--- src/rtl/ab_seq_driver.sv ---
// Stimulus generator for "status |=> (a ##GAP b)": pipelined or serialised with collision drops.
// Optional embedded self-check assertion enabled by defining AB_SEQ_SELFCHECK_EN.
module ab_seq_driver #(
    parameter int unsigned GAP           = 2,
    parameter bit          ALLOW_OVERLAP = 1'b1,
    parameter int unsigned CNT_W         = 8
) (
    input  logic             clk_i,
    input  logic             rst_ni,
    input  logic             en_i,
    input  logic             status_i,
    output logic             a_o,
    output logic             b_o,
    output logic             busy_o,
    output logic             done_o,
    output logic [CNT_W-1:0] issue_cnt_o,
    output logic [CNT_W-1:0] drop_cnt_o
);

    if ((GAP < 1) || (GAP > 15)) begin : gen_gap_range_err
        $error("ab_seq_driver: GAP must be in 1..15");
    end

    logic req;
    logic accept;

    assign req = en_i & status_i;

    if (ALLOW_OVERLAP) begin : gen_pipe
        logic             a_q;
        logic [GAP-1:0]   sh_q;
        logic [GAP-1:0]   sh_d;
        logic [CNT_W-1:0] issue_q;

        assign accept = req;

        always_comb begin
            sh_d    = '0;
            sh_d[0] = a_q;
            for (int i = 1; i < int'(GAP); i++) begin
                sh_d[i] = sh_q[i-1];
            end
        end

        always_ff @(posedge clk_i or negedge rst_ni) begin
            if (!rst_ni) begin
                a_q     <= 1'b0;
                sh_q    <= '0;
                issue_q <= '0;
            end else begin
                a_q  <= accept;
                sh_q <= sh_d;
                if (accept) begin
                    issue_q <= issue_q + CNT_W'(1);
                end
            end
        end

        assign a_o         = a_q;
        assign b_o         = sh_q[GAP-1];
        assign done_o      = sh_q[GAP-1];
        assign busy_o      = a_q | (|sh_q);
        assign issue_cnt_o = issue_q;
        assign drop_cnt_o  = '0;
    end else begin : gen_fsm
        typedef enum logic [1:0] {StIdle, StAPh, StGapPh, StBPh} state_e;

        localparam logic [3:0] GapLoad = (GAP > 1) ? 4'(GAP - 2) : 4'd0;

        state_e           state_q;
        logic             a_q;
        logic             b_q;
        logic             busy_q;
        logic [3:0]       gap_q;
        logic [CNT_W-1:0] issue_q;
        logic [CNT_W-1:0] drop_q;
        logic             drop;

        // Only IDLE and the final B phase can take a new request; earlier phases drop it.
        assign accept = req & ((state_q == StIdle) | (state_q == StBPh));
        assign drop   = req & ((state_q == StAPh) | (state_q == StGapPh));

        always_ff @(posedge clk_i or negedge rst_ni) begin
            if (!rst_ni) begin
                state_q <= StIdle;
                a_q     <= 1'b0;
                b_q     <= 1'b0;
                busy_q  <= 1'b0;
                gap_q   <= '0;
                issue_q <= '0;
                drop_q  <= '0;
            end else begin
                a_q <= 1'b0;
                b_q <= 1'b0;
                if (accept) begin
                    issue_q <= issue_q + CNT_W'(1);
                end
                if (drop) begin
                    drop_q <= drop_q + CNT_W'(1);
                end
                unique case (state_q)
                    StIdle: begin
                        if (accept) begin
                            state_q <= StAPh;
                            a_q     <= 1'b1;
                            busy_q  <= 1'b1;
                        end
                    end
                    StAPh: begin
                        if (GAP > 1) begin
                            state_q <= StGapPh;
                            gap_q   <= GapLoad;
                        end else begin
                            state_q <= StBPh;
                            b_q     <= 1'b1;
                        end
                    end
                    StGapPh: begin
                        if (gap_q == 4'd0) begin
                            state_q <= StBPh;
                            b_q     <= 1'b1;
                        end else begin
                            gap_q <= gap_q - 4'd1;
                        end
                    end
                    StBPh: begin
                        if (accept) begin
                            state_q <= StAPh;
                            a_q     <= 1'b1;
                        end else begin
                            state_q <= StIdle;
                            busy_q  <= 1'b0;
                        end
                    end
                    default: state_q <= StIdle;
                endcase
            end
        end

        assign a_o         = a_q;
        assign b_o         = b_q;
        assign done_o      = b_q;
        assign busy_o      = busy_q;
        assign issue_cnt_o = issue_q;
        assign drop_cnt_o  = drop_q;
    end

`ifdef AB_SEQ_SELFCHECK_EN
    int unsigned sc_fail_cnt = 0;

    property p_ab_seq;
        @(posedge clk_i) disable iff (!rst_ni)
            (en_i && status_i && accept) |=> (a_o ##GAP b_o);
    endproperty

    a_ab_seq: assert property (p_ab_seq)
        else begin
            sc_fail_cnt++;
            $error("ab_seq_driver: a/b sequence violated at %0t", $time);
        end

    final $display("ab_seq_driver selfcheck: %0d assertion failures", sc_fail_cnt);
`else
`endif

endmodule

--- config.mk ---
export PLATFORM = sky130hd
export DESIGN_NAME = ab_seq_driver
export DESIGN_NICKNAME = d
export VERILOG_FILES = /design/src/rtl/ab_seq_driver.sv
export SDC_FILE = /design/constraint.sdc
export NUM_CORES = 1
export LEC_CHECK = 0
export ABC_AREA = 0
export CORE_AREA = 2 2 40 42
export DETAILED_ROUTE_END_ITERATION = 16
export DIE_AREA = 0 0 42 44
export HOLD_SLACK_MARGIN = 0.02
export PLACE_DENSITY = 0.74
export REMOVE_ABC_BUFFERS = 1
export SKIP_LAST_GASP = 1
export SYNTH_ARGS = -nofsm -noshare
export SYNTH_HDL_FRONTEND = slang
export SYNTH_SLANG_ARGS = --single-unit
--- constraint.sdc ---
create_clock -name clk_i -period 1.6 [get_ports clk_i]
set_clock_uncertainty 0.15 [all_clocks]
set_input_delay 0.32 -clock clk_i [delete_from_list [all_inputs] [get_ports clk_i]]
set_output_delay 0.32 -clock clk_i [all_outputs]
set_load 0.005 [all_outputs]
After elaboration in Yosys (flattened, before gate mapping)
Cells that the tools add are included.
Operators by class
  $add $sub $neg: 1
  bitwise logic cells: 2
  reduce and logical (&&, ||, !) cells: 1
Operators by type and width (count)
  $add 8x1->8 const B: 1
  $reduce_or 2->1: 1
  $and 1x1->1: 1
  $or 1x1->1: 1
Word-level totals
  flip-flop bits (word level): 11
  input port bits: 4
  output and inout port bits: 20
  logic and storage cells: 7

Depth between registers and ports, before layout
Gate-level depths: netlist (run 1).
  word-level depth: 2
  mapped depth: 4
  depth with buffers taken out: 3

Least setup slack after synthesis (run 1)
Ideal clock, no wire load.
  kind: flip-flop to flip-flop
  start: register gen_pipe.issue_q[0], in the netlist issue_cnt_o[0]
  end: register gen_pipe.issue_q[1], in the netlist issue_cnt_o[1]
  setup time: 125 ps
  arrival time: 959 ps
  required time: 1325 ps
  path slack: 365 ps
  cell stages (with the launch flop): 3
  buffers on the path: 0
  period minus slack after synthesis: 1235 ps
  path through: dfrtp_1 -> ha_1 -> mux2_4
Between the ends
  cells in the longest elaborated chain, start to end: 1
RTL lines
  start: declaration: line 33  | logic [CNT_W-1:0] issue_q;
  start signal: assignment: line 54  | issue_q <= issue_q + CNT_W'(1);
  $add 8x1->8: line 54
No other way between the ends.
A chain may end at the register's enable or synchronous reset.

Worst setup path after layout (run 1)
  start: register gen_pipe.sh_q[1]
  end: output port busy_o
Between the ends
  cells in the longest elaborated chain, start to end: 2
RTL lines
  start: declaration: line 31  | logic [GAP-1:0] sh_q;
  start signal: assignment: line 48  | sh_q <= '0;
  start signal: assignment: line 52  | sh_q <= sh_d;
  $reduce_or 2->1: line 62  | assign busy_o = a_q | (|sh_q);
  $or 1x1->1: line 62
  end: declaration: line 14  | output logic busy_o,
No other way between the ends.

==> results of run 1 <==
-- cells in the final DEF (no fill, tap or decap), drive strengths merged, types with 2 or more instances in the layout --
cell type / netlist / final
nand4: 4 / 4
dlymetal6s2s: 0 / 6
dfrtp: 11 / 11
clkbuf: 0 / 5
conb: 1 / 8
clkdlybuf4s50: 0 / 3
buf: 10 / 13
nand2: 2 / 2
dlygate4sd2: 0 / 5
xnor2: 6 / 6
-- layer usage --
layer	global-route usage, %	wire, um	share of wire, %	vias to the layer above
met1	11.9	397	41	180
met4	9.68	0	0	0
met3	5.00	67	6.9	0
met5	0	0	0	-
li1	-	-	-	178
met2	20.9	507	52	14
-- what timing repair did --
item / CTS / global route
endpoints found under the setup margin: 11 / 7
setup buffers: 7 / 1
gates resized for setup: 7 / 7
-- worst max-delay path: cells and delay by family (launching register included) --
| family | cells | cell delay (ns) |
|---|---|---|
| flip-flops | 1 | 0.37 |
| AND/OR/NAND/NOR | 1 | 0.36 |
| buffers and inverters | 1 | 0.12 |
-- power groups by stage --
stage               sequential, mW  clock, mW  combinational, mW
CTS                          0.392      0.191              0.475
finish                       0.393      0.186              0.476
detailed placement           0.430          0              0.376
floorplan                    0.448          0              0.116
global route                 0.399      0.208              0.518
global placement             0.427          0              0.369
-- final cells by class --
| cell class | instances | share of cell area (%) |
|---|---|---|
| sequential | 11 | 36.5 |
| clock buffer | 4 | 3.48 |
| timing repair buffer | 28 | 33.3 |
| multi-input combinational | 27 | 24.0 |
| tap | 16 | 2.65 |
-- kinds of logic after synthesis --
family,share of synthesized area (%)
xor gates and xnor gates,12.0
adders and majority gates,2.46
buffers and inverters,15.5
DFF,54.1
muxes,2.95
other,0.736
and+or+nand+nor,12.3
-- state kept, by name (all words and copies together), names as in the netlist --
signal / cells
issue_cnt_o: 8
gen_pipe.sh_q: 2
a_o: 1
-- path summary, 6_finish.rpt --
check	cells after the start	endpoint	from
setup / recovery	2	busy_o	gen_pipe.sh_q[1]
hold / removal	1	gen_pipe.sh_q[1]	rst_ni
setup reg to reg	4	issue_cnt_o[1]	issue_cnt_o[1]
hold reg to reg	0	gen_pipe.sh_q[1]	gen_pipe.sh_q[0]
max in group asynchronous	1	gen_pipe.sh_q[0]	rst_ni
min in group clk_i	0	gen_pipe.sh_q[1]	gen_pipe.sh_q[0]
-- through the flow --
stage,TNS [ns],std cells,instance area (um^2),hold slack (ns),total power [mW]
4_1_cts,-0.0831,85,737,0.244,1.06
3_3_place_gp,-0.0282,74,664,0.208,0.796
5_1_grt,-0.0342,86,754,0.261,1.13
2_1_floorplan,0,38,457,-0.126,0.564
6_report,0,86,754,0.235,1.05
3_5_place_dp,-0.0594,74,664,0.238,0.806
-- cell usage after synthesis (all sizes together) --
cell type	instances	share of area, %
dfrtp	11	54
buf	10	15
xnor2	6	10
nand4	4	4.9
nand2	2	1.5
and2	1	1.2
and3	1	1.2
and4	1	2.2
conb	1	0.74
ha	1	2.5
mux2	1	2.9
or3	1	1.2
xor2	1	1.7
==> metrics.yaml, run 1 <==
placement:
  io_buffers: 15
  place_hpwl_um: 674
  dpl_worst_slack_ns: -0.0318
  routabilityCongestion: 0.676
yosys:
  ys_seq_elements: 11
  syn_inst: 41
  yosys_warnings: 0
  syn_area_per_cell_um2: 12.4
  synthDistinctLibCells: 14
  yosysSeqAreaShare_pct: 54.1
  synthesis.area_um2: 509
critical_path:
  crit_chain: "or3_1 > clkbuf_2"
  cp-end-kind: "primary output"
  max_stage_delay_ns: 0.37
  crit_fanout: 2
  r2r_slack_ns: 0.17
  worstPathArrival_ns: 1.11
  path_class: "reg2out"
  required_ns: 1.13
  slowest_stage: "dfrtp_1"
  critPathLaunchType: "flop"
pwr:
  p_clk_share_pct: 17.6
  peakVddDrop_v: 0.000631
  p_sw_uw: 310
  cellInternalPower_uw: 744
  p_leak_nw: 0.459
  swShare_pct: 29.4
  pwr-share-seq_pct: 37.3
  power_density_nw_per_um2: 1400
  p_comb_share_pct: 45.1
timing:
  fmax_mhz: 631
  rsz0062_at_grt: "true"
  finalMaxSlewViolations: 0
  setup_violations: 0
  finalHoldViolCount: 0
  min_period_ns: 1.58
  layout_setup_ws_ns: 0.0159
  period_share_pct: 99.0
layout:
  n_fill_cell: 131
  drive_above_1_share_pct: 27.1
  regArea_um2: 275
  finalCoreUtilization_pct: 53.2
  multi_input_area_um2: 181
  area_delta_synth_final_pct: 48.2
  antennaDiodeCount: 0
  nNetsFinal: 76
global_route:
  grt_pass1_vias: 357
  grt_first_pass_wirelength_mm: 1.57
  overflow: 0
  antenna_found_initial: 0
  grt_max_degree: 12
  grt_usage_pct: 12.3
clocking:
  cts.sinks: 11
  cts_tree: "done"
  cts_buffer_depth: 2
  clock_latency_ns: 0.26
  cts_buffers: 3
  clockRootBuffer: "clkbuf_4"
  holdBufCountCts: 0
  htreeDepth: 1
  clk_pin_slew_worst_paths_ns: 0.07
floorplan:
  num_rows: 14
  die_area_um2: 1850
  die_w_um: 42
  core_area_um2: 1420
  fp.dieH_um: 44
  pin_count: 24
  initial_core_util_pct: 35.9
drt:
  first_pass_iters: 4
  vias: 372
  ant_nets: 0
  drtIter0Drc: 3
  post_drt_via_cell_ratio: 4.33
  wl_um: 972
  wl_per_cell_um: 11.3
  drc: 0
worst_hold_path:
  hold_path_class: "in2async"
outcome:
  outcome: "finished clean"
run:
  maxCapViolCount: 0
No activity file was read; power rests on OpenSTA's default activity.
==> run 2: changes to the inputs <==
==> constraint.sdc (replaced) <==
create_clock -name clk_i -period 1.6 [get_ports clk_i]
set_clock_uncertainty 0.15 [all_clocks]
set_input_delay 0.32 -clock clk_i [delete_from_list [all_inputs] [get_ports clk_i]]
set_output_delay 0.32 -clock clk_i [all_outputs]
set_load 0.01 [all_outputs]
==> run 2 against run 1 <==
Sequential share of layout area is 3.2 points higher. Largest cell class unchanged. Clock power about the same. The run now ends with setup timing left. Critical path depth is the same. Cell area shrank 8.0%. Combinational power fell by 9.9%. Sequential power increased by 2%. Fmax decreased by 1.9%. Non-clock buffer count down 5.
==> metrics.yaml, run 2 (synthesis results as in run 1) <==
clocking:
  cts.sinks: 11  # unchanged
  clockRootBuffer: "clkbuf_4"
  htreeDepth: 1  # unchanged
  cts_buffer_depth: 2  # unchanged
  cts_buffers: 3  # unchanged
  clk_pin_slew_worst_paths_ns: 0.07  # about the same
  clock_latency_ns: 0.26  # about the same
  cts_tree: "done"
critical_path:
  required_ns: 1.13  # about the same
  slowest_stage: "dfrtp_1"
  worstReg2RegStart: "issue_cnt_o[0]"
  reg2regPathDepth: 3  # -1
  path_class: "reg2out"
  worstPathArrival_ns: 1.14  # +0.03 ns
  cp-end-kind: "primary output"
  crit_chain: "or3_1 > clkbuf_2"
  critPathLaunchType: "flop"
  worstReg2RegEnd: "issue_cnt_o[1]"
  crit_fanout: 2  # unchanged
  r2r_slack_ns: 0.27  # +0.10 ns
  max_stage_delay_ns: 0.38  # about the same
pwr:
  swShare_pct: 32.6  # +3.2 points
  p_leak_nw: 0.365  # -21%
  p_comb_share_pct: 42.3  # -2.8 points
  p_clk_share_pct: 18.3  # +0.7 points
  p_sw_uw: 331  # +6.7%
  cellInternalPower_uw: 683  # -8.2%
  total_power_mw: 1.01  # -3.8%
  peakVddDrop_v: 0.000749  # +19%
  pwr-share-seq_pct: 39.3  # +2.0 points
  power_density_nw_per_um2: 1460  # +4.5%
timing:
  rsz0062_at_grt: "true"
  setup_violations: 1  # +1
  finalHoldViolCount: 0  # unchanged
  fmax_mhz: 620  # -1.9%
  period_share_pct: 101  # +1.9 points
  whs_ns: 0.228  # -0.00624 ns
  layout_setup_ws_ns: -0.0141  # -0.0300 ns
  finalMaxSlewViolations: 0  # unchanged
  tns_ns: -0.0141  # -0.0141 ns
  min_period_ns: 1.61  # +0.0300 ns
drt:
  wl_um: 919  # -5.5%
  first_pass_iters: 4  # unchanged
  drtIter0Drc: 5  # +2
  vias: 356  # -4.3%
  drc: 0  # unchanged
  wl_per_cell_um: 11.3  # +0.38%
  post_drt_via_cell_ratio: 4.40  # +1.6%
  ant_nets: 0  # unchanged
global_route:
  grt.busiest_layer: "met2"
  use_met2_pct: 19.1  # -1.9 points
  antenna_found_initial: 0  # unchanged
  grt_pass1_vias: 345  # -3.4%
  grt_usage_pct: 11.9  # -0.45 points
  grt_first_pass_wirelength_mm: 1.57  # +0.45%
  grt_use_met1_pct: 14.2  # +2.3 points
  grt_use_met3_pct: 2.92  # -2.1 points
  grt_max_degree: 12  # unchanged
  overflow: 0  # unchanged
placement:
  place_hpwl_um: 701  # +4.0%
  place_area_um2: 664  # unchanged
  io_buffers: 15  # unchanged
  routabilityCongestion: 0.669  # -0.98%
layout:
  final_cell_mix: "dfrtp_1, dlygate4sd2_1, conb_1, buf_4, xnor2_1"
  n_fill_cell: 138  # +5.3%
  nNetsFinal: 71  # -6.6%
  finalCoreUtilization_pct: 48.9  # -4.2 points
  drive_above_1_share_pct: 21.5  # -5.6 points
  area_delta_synth_final_pct: 36.4
  regArea_um2: 275  # unchanged
  multi_input_area_um2: 181  # unchanged
  largest_register_ffs: 8  # unchanged
  final_area_um2: 694  # -8.0%
  antennaDiodeCount: 0  # unchanged
floorplan:
  core_area_um2: 1420  # unchanged
  pin_count: 24  # unchanged
  fp.dieH_um: 44  # unchanged
  num_rows: 14  # unchanged
  die_w_um: 42  # unchanged
  initial_core_util_pct: 35.9  # unchanged
  die_area_um2: 1850  # unchanged
outcome:
  violations: "setup timing"
  outcome: "finished, violations left"
worst_hold_path:
  hold_path_class: "in2async"
run:
  maxCapViolCount: 0  # unchanged
## run 2: cell types whose count changed in the layout (fill, tap and decap cells not counted)
| cell | delta |
|---|---|
| dlymetal6s2s_1 | -6 |
| buf_4 | -5 |
| dlygate4sd2_1 | +6 |
## run 2: how the worst max path moves through the flow
stage	start	endpoint	slack (ns)
final	gen_pipe.sh_q[1]	busy_o	-0.01
after global routing	gen_pipe.sh_q[1]	busy_o	-0.06
after CTS	gen_pipe.sh_q[1]	busy_o	-0.13
after detailed placement	gen_pipe.sh_q[1]	busy_o	-0.09
after global placement	gen_pipe.sh_q[1]	busy_o	-0.05
after floorplan	gen_pipe.sh_q[1]	busy_o	0.27
## run 2: layer usage
layer | vias up | wire length (um)
met1 | 170 | 399
met3 | 2 | 63
met5 | - | 0
li1 | 168 | -
met2 | 16 | 448
met4 | 0 | 8
## run 2: power groups by stage
stage | sequential (mW) | clock (mW) | combinational [mW]
floorplan | 0.476 | 0 | 0.121
global placement | 0.427 | 0 | 0.405
detailed placement | 0.430 | 0 | 0.410
CTS | 0.398 | 0.191 | 0.435
global route | 0.407 | 0.207 | 0.471
finish | 0.399 | 0.186 | 0.429
## run 2: critical path: cells and delay by family, from the launching register on
kind,cells,cell delay [ns]
DFF,1,0.38
buffers and inverters,1,0.13
and+or+nand+nor,1,0.37
## run 2: metrics by stage
stage               setup WS, ns  std cells
floorplan                  0.267         38
global placement         -0.0520         74
detailed placement       -0.0861         74
CTS                       -0.134         81
global route             -0.0613         81
finish                   -0.0141         81
## run 2: repair_timing
item / CTS / global route
cloned: 0 / 0
endpoints found under the hold margin: 0 / 0
setup endpoints to repair: 12 / 1
hold buffers: 0 / 0
gates resized for setup: 13 / 1
buffers inserted: 3 / 0
## run 2: cell type report
cell class                 count  area share (%)
tap                           16            2.88
timing repair buffer          23            27.6
sequential                    11            39.6
clock buffer                   4            3.78
multi-input combinational     27            26.1
==> run 3: changes to the inputs <==
--- a/config.mk
+++ b/config.mk
@@ -10,9 +10,10 @@
 export DETAILED_ROUTE_END_ITERATION = 16
 export DIE_AREA = 0 0 42 44
 export HOLD_SLACK_MARGIN = 0.02
-export PLACE_DENSITY = 0.74
+export PLACE_DENSITY = 0.72
 export REMOVE_ABC_BUFFERS = 1
 export SKIP_LAST_GASP = 1
 export SYNTH_ARGS = -nofsm -noshare
 export SYNTH_HDL_FRONTEND = slang
 export SYNTH_SLANG_ARGS = --single-unit
+export TNS_END_PERCENT = 20
==> run 3 against run 2 <==
The flow still finishes with violations (setup timing). Global-route usage shrank 1.4 points. Fmax shrank 2.5%. Via count grew 1.1%. Register-to-register slack lost 0.02 ns. Cell area grew 4.5%. Non-clock buffer count grew 2. First-iteration DRC count grew to 2.6 times the previous value. Cell count grew 2.5%. Routed wire length shrank 2.9%. Critical path type unchanged. Critical endpoint is now issue_cnt_o[2]. Largest cell class unchanged.
==> metrics.yaml, run 3 (synthesis results as in run 1) <==
outcome:
  outcome: "finished, violations left"
  violations: "setup timing"
floorplan:
  pin_count: 24  # unchanged
  num_rows: 14  # unchanged
  die_area_um2: 1850  # unchanged
  fp.dieH_um: 44  # unchanged
  core_area_um2: 1420  # unchanged
  die_w_um: 42  # unchanged
  initial_core_util_pct: 35.9  # unchanged
drt:
  first_pass_iters: 4  # unchanged
  top_layer: "met3"
  wl_met1_um: 404  # +1.3%
  drc: 0  # unchanged
  wl_per_cell_um: 10.7  # -5.3%
  met3_length_um: 75  # +19%
  drtIter0Drc: 13  # +8
  post_drt_via_cell_ratio: 4.34  # -1.3%
  ant_nets: 0  # unchanged
  vias: 360  # +1.1%
  dr_wl_met2_um: 413  # -7.8%
  wl_um: 892  # -2.9%
critical_path:
  crit_chain: "clkdlybuf4s50_1"
  cp-end-kind: "primary output"
  critPathLaunchType: "flop"
  required_ns: 1.13  # about the same
  max_stage_delay_ns: 0.55  # +0.17 ns
  crit_fanout: 3  # +1
  worstPathArrival_ns: 1.19  # +0.05 ns
  slowest_stage: "clkdlybuf4s50_1"
  path_class: "reg2out"
  cp_num_buf_inv: 1  # unchanged
  critPathTopFamily: "buffers and inverters"
global_route:
  grt_usage_pct: 10.5  # -1.4 points
  antenna_found_initial: 0  # unchanged
  grt_first_pass_wirelength_mm: 1.41  # -11%
  grt_pass1_vias: 314  # -9.0%
  overflow: 0  # unchanged
  grt_max_degree: 12  # unchanged
timing:
  finalHoldViolCount: 0  # unchanged
  tns_ns: -0.221  # -0.207 ns
  period_share_pct: 103  # +2.6 points
  rsz0062_at_grt: "true"
  fmax_mhz: 604  # -2.5%
  setup_violations: 8  # +7
  layout_setup_ws_ns: -0.0553  # -0.0412 ns
  min_period_ns: 1.66  # +0.0412 ns
  finalMaxSlewViolations: 0  # unchanged
layout:
  nNetsFinal: 73  # +2.8%
  final_cell_count_no_fill: 83  # +2.5%
  area_delta_synth_final_pct: 42.5
  final_cell_mix: "dfrtp_1, clkdlybuf4s50_1, buf_4"
  largest_register_ffs: 8  # unchanged
  drive_above_1_share_pct: 23.9  # +2.3 points
  layout_commonest_cell: "dfrtp_1"
  antennaDiodeCount: 0  # unchanged
placement:
  io_buffers: 15  # unchanged
  post-place-cells: 73  # -1.4%
  routabilityCongestion: 0.685  # +2.4%
  place_hpwl_um: 613  # -13%
pwr:
  p_leak_nw: 0.384  # +5.4%
  power_density_nw_per_um2: 1520  # +4.4%
  peakVddDrop_v: 0.000651  # -13%
worst_hold_path:
  hold_path_class: "in2async"
clocking:
  clock_latency_ns: 0.27  # about the same
  clockRootBuffer: "clkbuf_4"
  htreeDepth: 1  # unchanged
  cts_buffers: 3  # unchanged
  cts_buffer_depth: 2  # unchanged
  cts_tree: "done"
  clk_pin_slew_worst_paths_ns: 0.07  # about the same
  cts.sinks: 11  # unchanged
run:
  maxCapViolCount: 0  # unchanged
[run 3: cell types whose count changed in the layout (fill, tap and decap cells not counted), sizes merged]
cell / before / now
dlygate4sd2: 11 / 2
clkdlybuf4s50: 3 / 10
buf: 8 / 11
dlymetal6s2s: 0 / 2
clkbuf: 5 / 4
[run 3: worst paths after layout]
path	from	to	slack [ns]	cells after the start
setup reg to reg	issue_cnt_o[0]	issue_cnt_o[1]	0.25	3
max in group asynchronous	rst_ni	gen_pipe.sh_q[0]	0.75	1
setup / recovery	issue_cnt_o[2]	issue_cnt_o[2]	-0.06	1
min in group clk_i	gen_pipe.sh_q[0]	gen_pipe.sh_q[1]	0.23	0
hold reg to reg	gen_pipe.sh_q[0]	gen_pipe.sh_q[1]	0.23	0
hold / removal	rst_ni	issue_cnt_o[5]	0.22	1
[run 3: worst register-to-register path, stage by stage (launching register included)]
cell and delay (ns):
dfrtp_1 0.38, buf_4 0.16, ha_1 0.29, mux2_4 0.25
[run 3: final cells by class]
class / instances / area, um^2
Tap cell: 16 / 20.0
Fill cell: 121 / 693
Timing Repair Buffer: 25 / 223
Multi-Input combinational cell: 27 / 181
Sequential cell: 11 / 275
Clock buffer: 4 / 26.3
[run 3: layer usage]
layer / GRT usage [%] / vias up
met5: 0 / -
met4: 5.81 / 0
li1: - / 170
met3: 3.75 / 0
met1: 13.8 / 176
met2: 15.0 / 14
[run 3: repair_timing]
item	4_1_cts	5_1_grt
endpoints found under the hold margin	0	0
hold buffers	0	0
endpoints found under the setup margin	12	10
setup buffers	1	5
resized for setup	6	2
[run 3: metrics by stage]
step	worst slack (ns)	util, %	hold slack (ns)	total power, mW	instance area, um^2
floorplan	0.267	-	-0.126	0.597	457
global placement	-0.0655	46.3	0.205	0.835	657
detailed placement	-0.0796	46.3	0.220	0.843	657
CTS	-0.108	48.1	0.230	1.04	683
global route	-0.101	51.1	0.246	1.18	726
finish	-0.0553	51.1	0.223	1.11	726
[run 3: power by group]
part	total (mW)	leakage, nW	internal, mW	switching (mW)
Combinational	0.520	0.229	0.311	0.209
Sequential	0.400	0.141	0.353	0.0463
Clock	0.186	0.0150	0.0965	0.0897
